**src/rtl/zoom_pkg.sv**
```systemverilog
// rtl/zoom_pkg.sv - shared constants and state encodings for the 2x2 averaging downscaler
package zoom_pkg;

    localparam int SRC_W    = 320;
    localparam int SRC_H    = 240;
    localparam int DST_W    = 160;
    localparam int DST_H    = 120;
    localparam int PIX_W    = 8;
    localparam int ADDR_W   = 17;
    localparam int DST_LAST = DST_W * DST_H - 1;

    typedef enum logic [2:0] {
        ST_IDLE,
        ST_RD0,
        ST_RD1,
        ST_RD2,
        ST_RD3,
        ST_LAST,
        ST_WR
    } state_t;

    // Which corner of the 2x2 source block is being addressed
    typedef enum logic [1:0] {
        PH_TL,
        PH_TR,
        PH_BL,
        PH_BR
    } phase_t;

endpackage

```
**src/rtl/avg_src_addr_gen.sv**
```systemverilog
// rtl/avg_src_addr_gen.sv - destination coordinate tracker and 2x2 source address mux
module avg_src_addr_gen #(
    parameter int SRC_W  = zoom_pkg::SRC_W,
    parameter int DST_W  = zoom_pkg::DST_W,
    parameter int DST_H  = zoom_pkg::DST_H,
    parameter int ADDR_W = zoom_pkg::ADDR_W
) (
    input  logic              clk,
    input  logic              rst,
    input  logic              clear_i,
    input  logic              step_i,
    input  zoom_pkg::phase_t  phase_i,
    output logic [ADDR_W-1:0] addr_o
);
    import zoom_pkg::*;

    localparam int DX_W = $clog2(DST_W);
    localparam int DY_W = $clog2(DST_H);

    logic [DX_W-1:0]   dx_q, dx_d;
    logic [DY_W-1:0]   dy_q, dy_d;
    logic [ADDR_W-1:0] row_base_q, row_base_d;
    logic [ADDR_W-1:0] p;

    always_ff @(posedge clk) begin
        if (rst) begin
            dx_q       <= '0;
            dy_q       <= '0;
            row_base_q <= '0;
        end else begin
            dx_q       <= dx_d;
            dy_q       <= dy_d;
            row_base_q <= row_base_d;
        end
    end

    // row_base tracks 2*dy*SRC_W incrementally so no multiplier/divider is needed
    always_comb begin
        dx_d       = dx_q;
        dy_d       = dy_q;
        row_base_d = row_base_q;
        if (clear_i) begin
            dx_d       = '0;
            dy_d       = '0;
            row_base_d = '0;
        end else if (step_i) begin
            if (dx_q == DX_W'(DST_W - 1)) begin
                dx_d = '0;
                if (dy_q == DY_W'(DST_H - 1)) begin
                    dy_d       = '0;
                    row_base_d = '0;
                end else begin
                    dy_d       = dy_q + 1'b1;
                    row_base_d = row_base_q + ADDR_W'(2 * SRC_W);
                end
            end else begin
                dx_d = dx_q + 1'b1;
            end
        end
    end

    assign p = row_base_q + ADDR_W'({dx_q, 1'b0});

    always_comb begin
        addr_o = p;
        unique case (phase_i)
            PH_TL:   addr_o = p;
            PH_TR:   addr_o = p + ADDR_W'(1);
            PH_BL:   addr_o = p + ADDR_W'(SRC_W);
            PH_BR:   addr_o = p + ADDR_W'(SRC_W + 1);
            default: addr_o = p;
        endcase
    end

endmodule

```
**src/rtl/avg_downscale_engine.sv**
```systemverilog
// rtl/avg_downscale_engine.sv - 2x2 box-average downscale engine: fetch four pixels, write rounded mean
module avg_downscale_engine #(
    parameter int SRC_W  = zoom_pkg::SRC_W,
    parameter int DST_W  = zoom_pkg::DST_W,
    parameter int DST_H  = zoom_pkg::DST_H,
    parameter int PIX_W  = zoom_pkg::PIX_W,
    parameter int ADDR_W = zoom_pkg::ADDR_W,
    parameter bit ROUND  = 1'b1
) (
    input  logic              clk,
    input  logic              rst,
    input  logic              processing_in,
    input  logic [ADDR_W-1:0] dst_addr_in,
    output logic              adv_o,
    output logic [ADDR_W-1:0] src_addr_o,
    input  logic [PIX_W-1:0]  src_data_i,
    output logic              dst_we_o,
    output logic [ADDR_W-1:0] dst_addr_o,
    output logic [PIX_W-1:0]  dst_data_o,
    output logic              busy_o,
    output logic              done_o
);
    import zoom_pkg::*;

    localparam int                SUM_W    = PIX_W + 2;
    localparam logic [ADDR_W-1:0] IDX_LAST = ADDR_W'(DST_W * DST_H - 1);
    localparam logic [SUM_W-1:0]  RND      = ROUND ? SUM_W'(2) : SUM_W'(0);

    state_t            state_q, state_d;
    logic [SUM_W-1:0]  sum_q, sum_d;
    logic [ADDR_W-1:0] dst_idx_q, dst_idx_d;
    logic [ADDR_W-1:0] src_addr_q, src_addr_d;
    logic              proc_q, proc_d;
    logic [ADDR_W-1:0] gen_addr;
    logic [PIX_W-1:0]  avg;
    logic              reading;
    logic              coord_clear;
    logic              coord_step;
    phase_t            phase;

    always_ff @(posedge clk) begin
        if (rst) begin
            state_q    <= ST_IDLE;
            sum_q      <= '0;
            dst_idx_q  <= '0;
            src_addr_q <= '0;
            proc_q     <= 1'b0;
        end else begin
            state_q    <= state_d;
            sum_q      <= sum_d;
            dst_idx_q  <= dst_idx_d;
            src_addr_q <= src_addr_d;
            proc_q     <= proc_d;
        end
    end

    // Any read phase falls back to IDLE the moment the counter drops its flag
    always_comb begin
        state_d = state_q;
        unique case (state_q)
            ST_IDLE: if (processing_in) state_d = ST_RD0;
            ST_RD0:  state_d = processing_in ? ST_RD1  : ST_IDLE;
            ST_RD1:  state_d = processing_in ? ST_RD2  : ST_IDLE;
            ST_RD2:  state_d = processing_in ? ST_RD3  : ST_IDLE;
            ST_RD3:  state_d = processing_in ? ST_LAST : ST_IDLE;
            ST_LAST: state_d = processing_in ? ST_WR   : ST_IDLE;
            ST_WR:   state_d = ST_IDLE;
            default: state_d = ST_IDLE;
        endcase
    end

    always_comb begin
        reading    = 1'b0;
        phase      = PH_TL;
        adv_o      = 1'b0;
        dst_we_o   = 1'b0;
        dst_addr_o = '0;
        dst_data_o = '0;
        done_o     = 1'b0;
        busy_o     = (state_q != ST_IDLE);
        unique case (state_q)
            ST_RD0: begin reading = 1'b1; phase = PH_TL; end
            ST_RD1: begin reading = 1'b1; phase = PH_TR; end
            ST_RD2: begin reading = 1'b1; phase = PH_BL; end
            ST_RD3: begin reading = 1'b1; phase = PH_BR; end
            ST_WR: begin
                adv_o      = 1'b1;
                dst_we_o   = 1'b1;
                dst_addr_o = dst_idx_q;
                dst_data_o = avg;
                done_o     = (dst_idx_q == IDX_LAST);
            end
            default: ;
        endcase
    end

    // Read data trails its address by one cycle, so RD1..LAST each accumulate the previous fetch
    always_comb begin
        sum_d      = sum_q;
        dst_idx_d  = dst_idx_q;
        src_addr_d = src_addr_q;
        proc_d     = processing_in;
        if (state_q == ST_IDLE && processing_in) dst_idx_d = dst_addr_in;
        unique case (state_q)
            ST_RD0:                          sum_d = '0;
            ST_RD1, ST_RD2, ST_RD3, ST_LAST: sum_d = sum_q + SUM_W'(src_data_i);
            default: ;
        endcase
        if (reading) src_addr_d = gen_addr;
    end

    assign avg         = PIX_W'((sum_q + RND) >> 2);
    assign src_addr_o  = reading ? gen_addr : src_addr_q;
    assign coord_clear = (state_q == ST_IDLE) && processing_in && !proc_q;
    assign coord_step  = (state_q == ST_WR);

    avg_src_addr_gen #(
        .SRC_W  (SRC_W),
        .DST_W  (DST_W),
        .DST_H  (DST_H),
        .ADDR_W (ADDR_W)
    ) u_addr_gen (
        .clk     (clk),
        .rst     (rst),
        .clear_i (coord_clear),
        .step_i  (coord_step),
        .phase_i (phase),
        .addr_o  (gen_addr)
    );

endmodule

```
**config.mk**
```make
export PLATFORM = sky130hd
export DESIGN_NAME = avg_downscale_engine
export DESIGN_NICKNAME = d
export VERILOG_FILES = /design/src/rtl/zoom_pkg.sv /design/src/rtl/avg_src_addr_gen.sv /design/src/rtl/avg_downscale_engine.sv
export SDC_FILE = /design/constraint.sdc
export NUM_CORES = 1
export LEC_CHECK = 0
export CORE_ASPECT_RATIO = 0.6
export CORE_MARGIN = 1
export CORE_UTILIZATION = 54
export CTS_CLUSTER_DIAMETER = 50
export DETAILED_ROUTE_END_ITERATION = 10
export PLACE_DENSITY = 0.87
export SYNTH_ARGS = -nofsm -noshare
export SYNTH_HDL_FRONTEND = slang
export SYNTH_SLANG_ARGS = --single-unit
```
**constraint.sdc**
```tcl
create_clock -name clk -period 3.6 [get_ports clk]
set_input_delay 0.54 -clock clk [delete_from_list [all_inputs] [get_ports clk]]
set_output_delay 0.54 -clock clk [all_outputs]
set_load 0.01 [all_outputs]
```
# Word level (Yosys, flattened, before mapping)
# Cells that the tools add are included.
# Widths: inputs -> output; s select.
[totals]
regBits = 80
input_bits = 28
output_inout_bits = 46
word_cells = 60
[classes]
addsub = 9
n_eq_ne = 13
n_mux = 19
n_reduce_logical = 11
[ops]
columns = ["cell", "count"]
rows = [
  ["$pmux 17 s4", 1],
  ["$mux 17", 3],
  ["$add 17x9->17 const B", 2],
  ["$pmux 10 s2", 1],
  ["$pmux 3 s6", 1],
  ["$add 17x1->17 const B", 1],
  ["$add 17x10->17 const B", 1],
  ["$add 17x9->17", 1],
  ["$eq 17x15->1 const B", 1],
  ["$mux 8", 2],
  ["$mux 3", 4],
  ["$add 10x2->10 const B", 1],
  ["$add 10x8->10", 1],
  ["$eq 3x3->1 const B", 3],
  ["$add 8x1->8 const B", 1],
  ["$eq 8x8->1 const B", 1],
  ["$reduce_or 4->1", 2],
  ["$add 7x1->7 const B", 1],
  ["$eq 7x7->1 const B", 1],
  ["$mux 7", 1],
  ["$eq 3x2->1 const B", 2],
  ["$pmux 2 s3", 1],
  ["$eq 2x2->1 const B", 2],
  ["$mux 2", 2],
  ["other kinds (12)", 15],
]

# Depth between registers and ports, before layout
# Gate-level depths: netlist (run 1).
[logic_depth]
ltp_word = 5
depth_mapped = 9
mapped_depth_nobuf = 9

# Hierarchy
# A second synthesis (run 1) with hierarchy kept.
[unflattened]
hier_cells = 485
area_unflattened_um2 = 4070.2
[modules_own_cells]
columns = ["mod", "n_inst", "cells_each", "area_each_um2", "seq_area_each_um2"]
rows = [
  ["avg_downscale_engine", 1, 295, 2499.9, 960.9],
  ["avg_src_addr_gen", 1, 190, 1570.3, 500.5],
]

# Worst setup path before layout (run 1)
# OpenSTA, ideal clock, no wires.
[synth_timing]
kind = "reg2out"
start = "reg u_addr_gen.row_base_q[8]"
end = "out src_addr_o[10]"
t_arrival_ns = 2.583
t_required_ns = 3.060
setup_slack_ns = 0.477
stages_incl_launch_ff = 10
path_buffers = 0
path_cell_list = "dfxtp_1 -> ha_1 -> xnor2_1 -> inv_1 -> ha_1 -> a31o_2 -> maj3_1 -> xor2_1 -> o22ai_1 -> nor3_1"
[synth_between]
elab_chain_len = 4
word_cells_on_any_way = 6
classes_between = "4 x add/sub; 2 x mux"
[synth_lines]
columns = ["element", "line_no", "source"]
rows = [
  ["start: declaration", "avg_src_addr_gen.sv:22", "logic [ADDR_W-1:0] row_base_q, row_base_d;"],
  ["start signal: assignment", "avg_src_addr_gen.sv:33", "row_base_q <= row_base_d;"],
  ["$add 17x9->17 *", "avg_src_addr_gen.sv:62", "assign p = row_base_q + ADDR_W'({dx_q, 1'b0});"],
  ["$add 17x9->17 (tied with other cells)", "avg_src_addr_gen.sv:70", "PH_BR: addr_o = p + ADDR_W'(SRC_W + 1);"],
  ["$pmux 17 s4 *", "avg_src_addr_gen.sv:66", "unique case (phase_i)"],
  ["$mux 17 *", "n/a", ""],
  ["end: declaration", "avg_downscale_engine.sv:15", "output logic [ADDR_W-1:0] src_addr_o,"],
]
# Every way passes the cells marked *; elsewhere a longest branch is shown, timed or not.

# Worst setup path after layout (run 1)
[layout_timing]
start = "reg u_addr_gen.row_base_q[8]"
end = "out src_addr_o[9]"
# Same word-level chain as after synthesis.

==> summary.md, run 1 <==
| Metric | Value |
|---|---|
| Status | `finished clean` |
| P_int | `1450 uW` |
| Hold path startpoint | `src_addr_q[3]$_SDFF_PP0_` |
| Top-count cell post-synth | `nand2_1` |
| Max VDD drop | `0.000300 V` |
| Comb pwr share | `0.099` |
| Nets@finish | `662` |
| PnR worst setup slack | `roughly 67 ps` |
| Unrepaired setup endpoints after global routing | `yes` |
| Vias per cell | `5.79` |
| Total of warnings raised by yosys | `0` |
| Syn Area/Cell | `7.96 sq um` |
| Final estimated routing congestion in global placement | `0.984` |
| Crit-path cells | `ha_1, xnor2_2, inv_1, ha_4, a311oi_4, a311oi_2, or2_2, a22oi_1, nand2_1, clkdlybuf4s50_1` |
| Overflow after GRT | `0` |
| Crit path launch type | `flip-flop` |
| Cells after DPL | `706` |
| P_sw | `466 uW` |
| # fillers | `564` |
| Layout cells sized above 1 | `0.0919` |
| Clock Path Buffers | `2` |
| Total track usage | `0.277` |
| Setup CP Type | `flip-flop to output pin` |
| H-Tree Depth | `3` |
| Via count | `4192` |
| Synthesized flop and latch total | `73` |
| Max Clock Freq | `283 MHz` |
| CTS clk-pin slew, worst paths | `approximately 60 ps` |
| Cell taking the most area after synthesis | `dfxtp_1` |
| Fin. max-slew vios | `0` |
| Final hold vios | `0` |
| EDFF count, synth | `0` |
| Area growth, synth to finish | `27.2%` |
| Top cells by instance count after synthesis | `nand2_1, dfxtp_1, nor2_1, a21oi_1, xnor2_1` |
| Core area | `0.00754 sq mm` |
| DRC | `0` |
| Net Count, Synth | `between 500 and 600` |
| Top cells by area, synth | `dfxtp_1, nand2_1, xnor2_1, ha_1, nor2_1` |
| 1st-iter DRT viols | `339` |
| CTS sink cnt | `73` |
| Power per cell area | `between 300 and 400 mW/mm^2` |
| Worst hold path class | `flip-flop to flip-flop` |
| Yosys cell types | `73` |
| Crit path time final | `3530 ps` |
| Detail Route Antenna Nets | `0` |
| I/O Buffers | `73` |
| Worst slew pin tran | `826 ps` |
| Fin cells | `724` |
| Synth top area share | `0.335` |
| DIE WIDTH | `118 um` |
| TritonCTS clock tree | `yes` |
| Sequential Power Share | `0.440` |
| Post-route clock skew | `between 3 and 4 ps` |
| Post-synthesis sequential area ratio | `0.335` |
| Final Cycle Share | `0.981` |
| Worst endpoint required time | `3060 ps` |
| Row Count | `24` |
| FF-to-FF Start | `state_q[1]$_SDFFE_PP0P_` |
| Largest net degree at the start of global routing | `40` |
| Critical path data arrival time | `around 3000 ps` |
| Top FF cell, synth | `dfxtp_1` |
| # IOs | `74` |
| Hold Slack | `between 400 and 500 ps` |
| Final setup viols | `0` |
| CTS buffer count | `9` |
| Clock Latency Late Sink | `330 ps` |
| Endpoint class of the critical path | `output pin` |
| Vias in the first global route | `3838` |
| DR WL/cell | `15.9 um` |
| Cells after Synth | `~550` |
| Part of the power in the clock network | `0.461` |
| Router iterations before antenna repair | `5` |
| Drt total wl | `11500 um` |
| Initial antenna violation count | `0` |
| Root Driver | `clkbuf_16` |
| Cell area after synthesis | `0.00436 sq mm` |
| Async SR Flop Fraction | `0` |
| Max-capacitance violation count | `0` |
| Die height | `about 72 um` |
| Static leakage | `0.00225 uW` |
| Placement Setup Slack | `~120 ps` |
| Detail Placement HPWL | `about 8000 um` |
| Crit-path max cell delay | `480 ps` |
| Switching Fraction | `0.244` |
| Timing startpoint of the critical path | `u_addr_gen.row_base_q[8]$_SDFFE_PP0P_` |
| Initial core utilization | `0.578` |
| ANT cells | `0` |
| CP max stage cell | `clkdlybuf4s50_1` |
| Max_slew headroom | `0.435` |
| Die area | `~0.0084 sq mm` |
| Crit path max fanout | `4` |
| Global-route wire length before repair | `18600 um` |
## metrics by stage
stage	power, uW	area (sq um)	utilization	setup TNS (ps)
2_1_floorplan	968	4360	-	0
3_3_place_gp	1040	5160	0.685	0
3_5_place_dp	1040	5160	0.685	0
4_1_cts	1930	5500	0.729	0
5_1_grt	1980	5540	0.735	-130
6_report	1910	5540	0.735	0
## final timing paths
check | to | slack [ps] | depth (start not counted)
max reg2reg | u_addr_gen.row_base_q[11]$_SDFFE_PP0P_ | 1110 | 7
min | src_addr_q[3]$_SDFF_PP0_ | 460 | 2
min reg2reg | src_addr_q[3]$_SDFF_PP0_ | 460 | 2
max | src_addr_o[9] | 70 | 10
## sequential cells by signal (all words and copies together) (netlist names)
| register | flops |
|---|---|
| u_addr_gen.dx_q | 8 |
| proc_q | 1 |
| sum_q | 10 |
| src_addr_q | 17 |
| u_addr_gen.row_base_q | 10 |
| dst_idx_q | 17 |
| state_q | 3 |
| u_addr_gen.dy_q | 7 |
## layout by cell type (no fill, tap or decap), drive strengths merged, types with 5 or more instances in the layout
cell type      count
nand2             87
dfxtp             73
clkdlybuf4s50     67
nor2              61
a21oi             44
xnor2             29
and2              24
ha                18
o21ai             16
buf               15
nand3             14
and3              13
xor2              13
clkbuf            11
nor3              10
inv                8
nor4               6
a211oi             6
mux2i              6
a22oi              5
a31oi              5
dlymetal6s2s       5
nand4              5
nor3b              5
## area by class of cell
class | instances | area, sq um | share of cell area
Timing Repair Buffer | 88 | 855 | 0.154
Clock inverter | 6 | 67.6 | 0.0122
Multi-Input combinational cell | 434 | 2760 | 0.498
Inverter | 9 | 40.0 | 0.00722
Clock buffer | 10 | 229 | 0.0413
Sequential cell | 73 | 1460 | 0.264
Tap cell | 104 | 130 | 0.0235
## power by group through the flow
stage / clock, uW / combinational, uW / sequential [uW]
after floorplan: 0 / 113 / 855
after global placement: 0 / 180 / 857
after detailed placement: 0 / 185 / 859
after CTS: 901 / 187 / 841
after global routing: 932 / 207 / 843
final: 883 / 190 / 842
## cells by family after synthesis
group                      Yosys count  share of synthesized area
AOI/OAI and AO/OA                  109                      0.164
xor gates and xnor gates            42                     0.0844
adders and majority gates           20                     0.0586
buffers and inverters               40                     0.0445
DFF                                 73                      0.335
muxes                                8                     0.0190
and+or+nand+nor                    255                      0.294
## what timing repair did
item | CTS | global route
hold buffers | 0 | 0
setup buffers | 1 | 1
gates resized for setup | 5 | 12
pin swaps | 1 | 0
endpoints found under the setup margin | 7 | 8
## per-layer routing
metal	GRT usage	vias up	share of wire
li1	-	2042	-
met3	0.0900	18	0.089
met4	0.0613	0	0.015
met1	0.363	1946	0.45
met5	0	-	0
met2	0.450	186	0.45
## worst max-delay path: cells and delay by family (launching register included)
family,cells,cell delay (ps)
AOI/OAI and AO/OA,3,570
xor gates and xnor gates,1,170
adders and majority gates,2,600
buffers and inverters,2,590
DFF,1,320
and+or+nand+nor,2,400
Note: power is estimated with default switching activity, not from simulation.
==> run 2, diff against run 1 <==
HOLD_SLACK_MARGIN = 0.02   (was default)
==> results of run 2 <==
No change in the layout: final DEF, timing and power equal those of run 1.
